### config.mk
export PLATFORM = sky130hd
export DESIGN_NAME = ks_datapath_p
export DESIGN_NICKNAME = d
export VERILOG_FILES = /design/src/rtl/ks_pkg.sv /design/src/rtl/ks_alu.sv /design/src/rtl/ks_datapath_p.sv
export SDC_FILE = /design/constraint.sdc
export NUM_CORES = 1
export LEC_CHECK = 0
export ABC_AREA = 1
export BUFFER_PORTS_ARGS = -buffer_cell sky130_fd_sc_hd__buf_4
export CORE_ASPECT_RATIO = 1.2
export CORE_MARGIN = 4
export CORE_UTILIZATION = 45
export CTS_CLUSTER_DIAMETER = 150
export DETAILED_ROUTE_END_ITERATION = 12
export PLACE_DENSITY = 0.68
export SYNTH_ARGS = -nofsm -noshare
export SYNTH_HDL_FRONTEND = slang
export SYNTH_HIERARCHICAL = 1
export SYNTH_SLANG_ARGS = --single-unit
export TNS_END_PERCENT = 20
### constraint.sdc
create_clock -name clk -period 3.6 [get_ports clk]
set_input_delay 0.18 -clock clk [delete_from_list [all_inputs] [get_ports clk]]
set_output_delay 0.18 -clock clk [all_outputs]
set_load 0.01 [all_outputs]
### src/rtl/ks_pkg.sv
// ks_pkg -- shared types and constants for the ks_datapath_p datapath.
//   decoded_instruction_type : decoded IR opcode (values equal the raw opcode)
//   alu_op_type              : ALU operation select
//   OPC_*                    : raw 4-bit opcode constants
//   decode_opcode()          : raw opcode -> decoded_instruction_type
package ks_pkg;

    typedef enum logic [3:0] {
        I_NOP    = 4'h0,
        I_LOAD   = 4'h1,
        I_STORE  = 4'h2,
        I_MOVE   = 4'h3,
        I_ADD    = 4'h4,
        I_SUB    = 4'h5,
        I_AND    = 4'h6,
        I_OR     = 4'h7,
        I_XOR    = 4'h8,
        I_SHL    = 4'h9,
        I_SHR    = 4'hA,
        I_BRANCH = 4'hB,
        I_BZERO  = 4'hC,
        I_BNEG   = 4'hD,
        I_BOV    = 4'hE,
        I_HALT   = 4'hF
    } decoded_instruction_type;

    typedef enum logic [2:0] {
        ALU_ADD    = 3'd0,
        ALU_SUB    = 3'd1,
        ALU_AND    = 3'd2,
        ALU_OR     = 3'd3,
        ALU_XOR    = 3'd4,
        ALU_SHL1   = 3'd5,
        ALU_SHR1   = 3'd6,
        ALU_PASS_A = 3'd7
    } alu_op_type;

    localparam logic [3:0] OPC_NOP    = 4'h0;
    localparam logic [3:0] OPC_LOAD   = 4'h1;
    localparam logic [3:0] OPC_STORE  = 4'h2;
    localparam logic [3:0] OPC_MOVE   = 4'h3;
    localparam logic [3:0] OPC_ADD    = 4'h4;
    localparam logic [3:0] OPC_SUB    = 4'h5;
    localparam logic [3:0] OPC_AND    = 4'h6;
    localparam logic [3:0] OPC_OR     = 4'h7;
    localparam logic [3:0] OPC_XOR    = 4'h8;
    localparam logic [3:0] OPC_SHL    = 4'h9;
    localparam logic [3:0] OPC_SHR    = 4'hA;
    localparam logic [3:0] OPC_BRANCH = 4'hB;
    localparam logic [3:0] OPC_BZERO  = 4'hC;
    localparam logic [3:0] OPC_BNEG   = 4'hD;
    localparam logic [3:0] OPC_BOV    = 4'hE;
    localparam logic [3:0] OPC_HALT   = 4'hF;

    function automatic decoded_instruction_type decode_opcode(input logic [3:0] opc);
        decoded_instruction_type d;
        case (opc)
            OPC_NOP:    d = I_NOP;
            OPC_LOAD:   d = I_LOAD;
            OPC_STORE:  d = I_STORE;
            OPC_MOVE:   d = I_MOVE;
            OPC_ADD:    d = I_ADD;
            OPC_SUB:    d = I_SUB;
            OPC_AND:    d = I_AND;
            OPC_OR:     d = I_OR;
            OPC_XOR:    d = I_XOR;
            OPC_SHL:    d = I_SHL;
            OPC_SHR:    d = I_SHR;
            OPC_BRANCH: d = I_BRANCH;
            OPC_BZERO:  d = I_BZERO;
            OPC_BNEG:   d = I_BNEG;
            OPC_BOV:    d = I_BOV;
            OPC_HALT:   d = I_HALT;
            default:    d = I_NOP;
        endcase
        return d;
    endfunction

endpackage

### src/rtl/ks_alu.sv
// ks_alu -- combinational ALU with raw status flags.
//   a, b              in  DATA_W  operands
//   operation         in  3       alu_op_type encoding
//   result            out DATA_W  truncated result
//   zero, neg         out 1       result == 0, result MSB
//   unsigned_overflow out 1       ADD carry-out / SUB borrow, else 0
//   signed_overflow   out 1       two's-complement overflow for ADD/SUB, else 0
module ks_alu
    import ks_pkg::*;
#(
    parameter int DATA_W = 16
) (
    input  logic [DATA_W-1:0] a,
    input  logic [DATA_W-1:0] b,
    input  logic [2:0]        operation,
    output logic [DATA_W-1:0] result,
    output logic              zero,
    output logic              neg,
    output logic              unsigned_overflow,
    output logic              signed_overflow
);

    localparam int MSB = DATA_W - 1;

    logic [DATA_W:0]   sum_s;
    logic [DATA_W:0]   diff_s;
    logic [DATA_W-1:0] result_s;
    logic              uov_s;
    logic              sov_s;
    alu_op_type        op_s;

    assign op_s = alu_op_type'(operation);

    // Operation select; the extra top bit of sum/diff is carry-out / borrow.
    always_comb begin
        sum_s    = {1'b0, a} + {1'b0, b};
        diff_s   = {1'b0, a} - {1'b0, b};
        result_s = a;
        uov_s    = 1'b0;
        sov_s    = 1'b0;
        case (op_s)
            ALU_ADD: begin
                result_s = sum_s[DATA_W-1:0];
                uov_s    = sum_s[DATA_W];
                sov_s    = (a[MSB] == b[MSB]) && (sum_s[MSB] != a[MSB]);
            end
            ALU_SUB: begin
                result_s = diff_s[DATA_W-1:0];
                uov_s    = diff_s[DATA_W];
                sov_s    = (a[MSB] != b[MSB]) && (diff_s[MSB] != a[MSB]);
            end
            ALU_AND:    result_s = a & b;
            ALU_OR:     result_s = a | b;
            ALU_XOR:    result_s = a ^ b;
            ALU_SHL1:   result_s = {a[DATA_W-2:0], 1'b0};
            ALU_SHR1:   result_s = {1'b0, a[DATA_W-1:1]};
            ALU_PASS_A: result_s = a;
            default:    result_s = a;
        endcase
    end

    assign result            = result_s;
    assign zero              = (result_s == {DATA_W{1'b0}});
    assign neg               = result_s[MSB];
    assign unsigned_overflow = uov_s;
    assign signed_overflow   = sov_s;

endmodule

### src/rtl/ks_datapath_p.sv
// ks_datapath_p -- accumulator-less register datapath: PC, IR, register file,
// flag register and ALU, all sequenced by external strobes.
//   clk, rst_n                      clock, synchronous active-low reset
//   branch                          PC load source (IR addr field / PC+1)
//   pc_enable, ir_enable,
//   write_reg_enable, flags_enable  update strobes
//   addr_sel                        addr_ram source (0 PC, 1 IR addr field)
//   c_sel                           register write data (0 ALU, 1 data_out)
//   operation                       ALU op
//   decoded_instruction             decoded IR opcode (combinational)
//   zero, neg, unsigned_overflow,
//   signed_overflow                 registered flags
//   data_out / data_in / addr_ram   RAM read data / write data / address
module ks_datapath_p
    import ks_pkg::*;
#(
    parameter int DATA_W  = 16,
    parameter int ADDR_W  = 8,
    parameter int REG_CNT = 4
) (
    input  logic                    clk,
    input  logic                    rst_n,
    input  logic                    branch,
    input  logic                    pc_enable,
    input  logic                    ir_enable,
    input  logic                    write_reg_enable,
    input  logic                    flags_enable,
    input  logic                    addr_sel,
    input  logic                    c_sel,
    input  logic [2:0]              operation,
    output decoded_instruction_type decoded_instruction,
    output logic                    zero,
    output logic                    neg,
    output logic                    unsigned_overflow,
    output logic                    signed_overflow,
    input  logic [DATA_W-1:0]       data_out,
    output logic [DATA_W-1:0]       data_in,
    output logic [ADDR_W-1:0]       addr_ram
);

    localparam int RSEL_W = $clog2(REG_CNT);

    // Reject parameter sets whose IR fields would overlap or overflow.
    if ((ADDR_W > DATA_W - 4 - RSEL_W) || (3 * RSEL_W > DATA_W - 4) ||
        (REG_CNT < 2) || ((REG_CNT & (REG_CNT - 1)) != 0)) begin : g_bad_params
        $error("ks_datapath_p: illegal DATA_W/ADDR_W/REG_CNT combination");
    end

    logic [ADDR_W-1:0] pc_r;
    logic [DATA_W-1:0] ir_r;
    logic [DATA_W-1:0] regs_r [REG_CNT];
    logic              zero_r;
    logic              neg_r;
    logic              uov_r;
    logic              sov_r;

    logic [3:0]        opcode_s;
    logic [RSEL_W-1:0] rc_s;
    logic [RSEL_W-1:0] ra_s;
    logic [RSEL_W-1:0] rb_s;
    logic [ADDR_W-1:0] addr_s;
    logic [ADDR_W-1:0] pc_inc_s;
    logic [DATA_W-1:0] alu_result_s;
    logic [DATA_W-1:0] wr_data_s;
    logic              alu_zero_s;
    logic              alu_neg_s;
    logic              alu_uov_s;
    logic              alu_sov_s;
    logic              unused_ir_bits_s;

    assign opcode_s = ir_r[DATA_W-1 -: 4];
    assign rc_s     = ir_r[DATA_W-5 -: RSEL_W];
    assign ra_s     = ir_r[RSEL_W-1:0];
    assign rb_s     = ir_r[2*RSEL_W-1 -: RSEL_W];
    assign addr_s   = ir_r[ADDR_W-1:0];
    // Some IR bits may belong to no field for a given parameter set.
    assign unused_ir_bits_s = ^ir_r;

    assign pc_inc_s  = pc_r + {{(ADDR_W-1){1'b0}}, 1'b1};
    assign wr_data_s = c_sel ? data_out : alu_result_s;

    ks_alu #(
        .DATA_W (DATA_W)
    ) u_alu (
        .a                 (regs_r[ra_s]),
        .b                 (regs_r[rb_s]),
        .operation         (operation),
        .result            (alu_result_s),
        .zero              (alu_zero_s),
        .neg               (alu_neg_s),
        .unsigned_overflow (alu_uov_s),
        .signed_overflow   (alu_sov_s)
    );

    // Program counter and instruction register.
    always_ff @(posedge clk) begin
        if (!rst_n) begin
            pc_r <= {ADDR_W{1'b0}};
            ir_r <= {DATA_W{1'b0}};
        end else begin
            if (pc_enable) begin
                pc_r <= branch ? addr_s : pc_inc_s;
            end
            if (ir_enable) begin
                ir_r <= data_out;
            end
        end
    end

    // Register file: one write port at rc, ALU reads see pre-edge contents.
    always_ff @(posedge clk) begin
        if (!rst_n) begin
            for (int i = 0; i < REG_CNT; i++) begin
                regs_r[i] <= {DATA_W{1'b0}};
            end
        end else if (write_reg_enable) begin
            regs_r[rc_s] <= wr_data_s;
        end
    end

    // Flag register: captures the ALU's raw flags only when strobed.
    always_ff @(posedge clk) begin
        if (!rst_n) begin
            zero_r <= 1'b0;
            neg_r  <= 1'b0;
            uov_r  <= 1'b0;
            sov_r  <= 1'b0;
        end else if (flags_enable) begin
            zero_r <= alu_zero_s;
            neg_r  <= alu_neg_s;
            uov_r  <= alu_uov_s;
            sov_r  <= alu_sov_s;
        end
    end

    assign decoded_instruction = decode_opcode(opcode_s);
    assign addr_ram            = addr_sel ? addr_s : pc_r;
    assign data_in             = regs_r[rc_s];
    assign zero                = zero_r;
    assign neg                 = neg_r;
    assign unsigned_overflow   = uov_r;
    assign signed_overflow     = sov_r;

endmodule
# After elaboration in Yosys (flattened, before gate mapping)
# Memory sizes are Yosys's and may differ from the RTL's. A register that Yosys moved wholly into a read port is not among the register bits.
# Index checks and enable logic that the tools add are counted.
[op_classes]
div_mod_pow = 0
shift = 0
n_mux = 21
multipliers = 0
n_addsub = 3
eq_ne = 11
n_reduce_logical = 5
order_cmp = 0
bitwise = 3
[op_table]
columns = ["cell", "n"]
rows = [
  ["16-bit case mux with 8 select lines", 1],
  ["16-bit 2-to-1 mux", 2],
  ["16-bit by 16-bit adder with 17-bit output", 1],
  ["16-bit by 16-bit subtractor with 17-bit output", 1],
  ["16-bit bitwise AND", 1],
  ["16-bit logical NOT", 1],
  ["8-bit 2-to-1 mux", 2],
  ["16-bit OR", 1],
  ["16-bit OR reduction", 1],
  ["16-bit XOR", 1],
  ["2-bit 2-to-1 mux", 7],
  ["3-bit == test (second input constant)", 4],
  ["8-bit by 1-bit adder with 8-bit output (second input constant)", 1],
  ["4-bit 2-to-1 mux", 2],
  ["3-bit by 2-bit == test with 1-bit output (second input constant)", 2],
  ["1-bit 2-to-1 mux", 5],
  ["1-bit case mux with 2 select lines", 2],
  ["3-bit by 1-bit == test with 1-bit output (second input constant)", 1],
  ["3-bit logical NOT", 1],
  ["1-bit != test", 3],
  ["1-bit logical AND", 2],
  ["1-bit == test", 1],
]
[totals]
n_memories = 2
elab_cells = 51
regBits = 28
out_inout_bits = 32
latch_bits = 0
romBits = 64
ramBits = 64
[memory_table]
columns = ["name", "words", "word_bits", "rd", "rd_clocked_by_memory_dff", "wr", "line_no", "text"]
rows = [
  ["(no name shown)", 16, 4, 1, 1, 0, "ks_pkg.sv:57", "case (opc)"],
  ["regs_r", 4, 16, 3, 3, 4, "ks_datapath_p.sv:51", "logic [DATA_W-1:0] regs_r [REG_CNT];"],
]

# Logic depth before layout (Yosys ltp)
[logic_depth]
word_depth = 5
ltp_mapped = 25
ltp_nobuf = 22

# Hierarchy
# The synthesis kept the hierarchy.
[by_module_without_submodules]
columns = ["module", "n_inst", "cells_each", "area_per_inst_um2"]
rows = [
  ["ks_datapath_p", 1, 642, 5180.0],
  ["ks_alu", 1, 569, 3166.8],
]

# Worst setup path after synthesis
# OpenSTA, ideal clock, no wires.
[synth_path]
path_type = "register to register"
start = "register with a tool-made name"
end = "memory regs_r[2][15], data pin"
path_slack_ns = 0.544
setup_ns = 0.256
period_less_slack_ns = 3.056
arrival_ns = 2.800
required_ns = 3.344
stages_incl_launch_ff = 22
cell_sequence = "dfxtp_1 > inv_1 > clkbuf_1 > nor2_1 > o22ai_1 > inv_1 > ha_1 > nor2_1 > nand2_1 > nand2_1 > nand3_1 > nand2_1 > nand3_1 > nand4_1 > nand3_1 > nor2_1 > inv_1 > buf_4 > nor2_1 > nor3_1 > inv_1 > nor2_1"
[synth_lines]
columns = ["element", "line_no"]
rows = [
  ["end, declared", "ks_datapath_p.sv:51"],
]

==> flow_summary.ini <==
[clock_network]
clkLatencyLatePin_ps = 350
hold_buffers = 0
htree_levels = 3
clockRootBuffer = clkbuf_16
clock_sinks = 100
cts_tree = done
clockBufferDepth = 2
cts_buffers = 9
clkTransAtPathRegs_ps = 80

[global_route]
grt_max_degree = 34
grt_antenna_before_repair = 0
grt_pass1_vias = 8054
grt_pass1_wl_um = 41000
grt_use_total_pct = 24.1
grt_overflow_total = 0

[place]
pre_cts_slack_ps = 114
portBuffers = 59
routabilityCongestion = 0.985
dp.final_hpwl_um = 20200
placed_area_um2 = 8980

[timing]
worst_clock_skew_ps = 11.3
fin_ws_ps = 255
finalCriticalPeriod_ps = 3350
fin_tns_setup_ps = 0
worstMarginPinSlew_ps = 943
slew_headroom_pct = 37.1
hold_viol_final = 0
setup_viol = 0
maxSlewViolCount = 0
max_freq_ghz = 0.299
period_share_pct = 92.9

[synthesis]
ys.flop_type = edfxtp_1
synth_top_area_share_pct = 23.0
synth_nets = 1290
synth_cell_type_count = 51
synth_commonest_cells = nor2_1 (255), nand2_1 (176), o21ai_0 (146), inv_1 (124), nand3_1 (76)
synth_edf_count = 64
syn-cell-area_um2 = 8350
synth_top_area_cell = edfxtp_1
synth_seq_cells = 100
synth.area.top_cells = edfxtp_1 (23%), nor2_1 (11%), o21ai_0 (8.8%)
synth_most_common_cell = nor2_1
synthCells = 1211
ys_seq_area_share_pct = 31.7
syn_avg_cell_area_um2 = 6.89
async_flop_share_pct = 0
yosysWarnings = 6

[critical_path]
slowest_stage = dfxtp_1
slowest_delay_ps = 420
start_kind = flop
path_max_fanout = 12
rr_worst_depth = 19
r2r_slack_ps = 250
cp_common_cell = nand2_1
crit_buf_inv = 4
critPathRequiredTime_ps = 3690
endpoint = regs_r[1][12]
worst-path-stages = 19
worst_r2r_endpoint = regs_r[1][12]
path_class = reg -> reg
crit_arrival_ps = 3440
path_cells = buf_4 -> o21ai_0 -> o22ai_1 -> inv_1 -> ha_1 -> inv_1 -> nand2_1 -> nor2_1 -> nor2_2 -> nand2_1 -> nand3_1 -> nand2_1 -> nand2_1 -> nand3_1 -> nand3_1 -> nor2_2 -> nor3_4 -> inv_2 -> nor2_1
cp-end-kind = flop
cp_top_family = simple AND/OR/NAND/NOR gates

[finish]
regArea_um2 = 2650
nNetsFinal = 1336
antennaDiodeCount = 0
fillerInstances = 1825
multi_input_area_um2 = 4840
area_growth_pct = 11.9
design_area_um2 = 9340
drive_above_1_share_pct = 14.5
finish.utilization_pct = 51.4

[die]
row_count = 54
die_w_um = 132
die_h_um = 157
coreArea_um2 = 18200
io_pins = 60
start_util_pct = 45.9
die_area_um2 = 20800

[power_and_ir_drop]
power_density_nw_per_um2 = 415
leakagePower_nw = 4.11
ir_drop_mv = 0.292

[status]
status = complete, no violations

[routing]
vias = 8538
finalWirelength_um = 25700
ant_nets = 0
drc = 0
wl_per_cell_um = 17.3
drtPass1Iterations = 5
viasPerCell = 5.75
drt_iter0_markers = 815

[worst_hold_path]
hold_path.class = in -> reg
min_path_cells = 3

[flow_run]
maxCapViolCount = 0
-- how the worst min path moves through the flow --
stage                start  slack (ps)      end
2_1_floorplan  data_out[6]         310  ir_r[6]
3_3_place_gp   data_out[6]         420  ir_r[6]
3_5_place_dp   data_out[6]         430  ir_r[6]
4_1_cts        data_out[6]          70  ir_r[6]
5_1_grt        data_out[6]          90  ir_r[6]
6_report       data_out[7]          70  ir_r[7]
-- what timing repair did --
item / 4_1_cts / 5_1_grt
setup buffers: 0 / 0
setup endpoints to repair: 0 / 41
gates resized for setup: 0 / 21
-- cell families (layout without fill, tap and decap cells) --
group           after synthesis  in the layout  share of synthesized area (%)
simple gates                571            571                           29.7
compound gates              286            286                           19.3
buf+inv                     199            250                           11.0
flops                       100            100                           31.7
fa+ha+maj                    51             51                           7.82
xor+xnor                      3              3                          0.315
mux                           1              1                          0.135
-- routing by layer --
layer	up-vias	share of wire [%]	GRT usage, %	wire length, um
li1	4153	-	-	-
met1	3936	41	30.3	10500
met2	384	49	42.7	12500
met3	65	6.6	2.27	1700
met4	0	3.6	9.95	935
met5	-	0	0	0
-- cells in the final DEF (no fill, tap or decap), types with 4 or more instances in the layout --
cell / instances
a21oi_1: 36
a21oi_2: 9
buf_4: 89
clkbuf_16: 9
dfxtp_1: 33
edfxtp_1: 64
ha_1: 46
inv_1: 121
inv_2: 17
nand2_1: 176
nand2_2: 5
nand3_1: 76
nand3_2: 6
nand4_1: 19
nor2_1: 253
nor2_2: 6
nor3_1: 14
nor3_2: 4
nor3_4: 4
o21ai_0: 146
o21ai_1: 7
o22ai_1: 64
o22ai_2: 5
-- flip-flops by register name, indices dropped and copies added, names as in the netlist, named ones only --
register	flops
decoded_instruction	4
ir_r	14
regs_r	64
zero	1
neg	1
pc_r	8
unsigned_overflow	1
signed_overflow	1
-- tightest hold or removal path: cells and delay by family --
kind	cells	cell delay, ps
and+or+nand+nor	2	120
buffers and inverters	1	80
-- area by class of cell --
class                           instances  share of cell area, %
Clock inverter                          7                  0.696
Sequential cell                       100                   28.3
Multi-Input combinational cell        912                   51.9
Inverter                              141                   5.88
Timing Repair Buffer                   93                   7.82
Tap cell                              224                   3.00
Clock buffer                            9                   2.41
-- per-stage QoR --
stage | std cells | hold WS [ps] | power [W]
finish | 1486 | 74.7 | 0.00388
CTS | 1486 | 68.9 | 0.00384
detailed placement | 1470 | 428 | 0.00290
floorplan | 1211 | 315 | 0.00241
global route | 1486 | 88.9 | 0.00412
global placement | 1470 | 420 | 0.00289
-- report_power, final --
group	switching, W	leakage, nW	internal [W]	total, W
logic	0.00102	3.00	0.000550	0.00157
registers	0.0000635	0.963	0.00129	0.00136
clock network	0.000462	0.146	0.000489	0.000950
total	0.00155	4.11	0.00233	0.00388
Note: power is estimated with default switching activity, not from simulation.
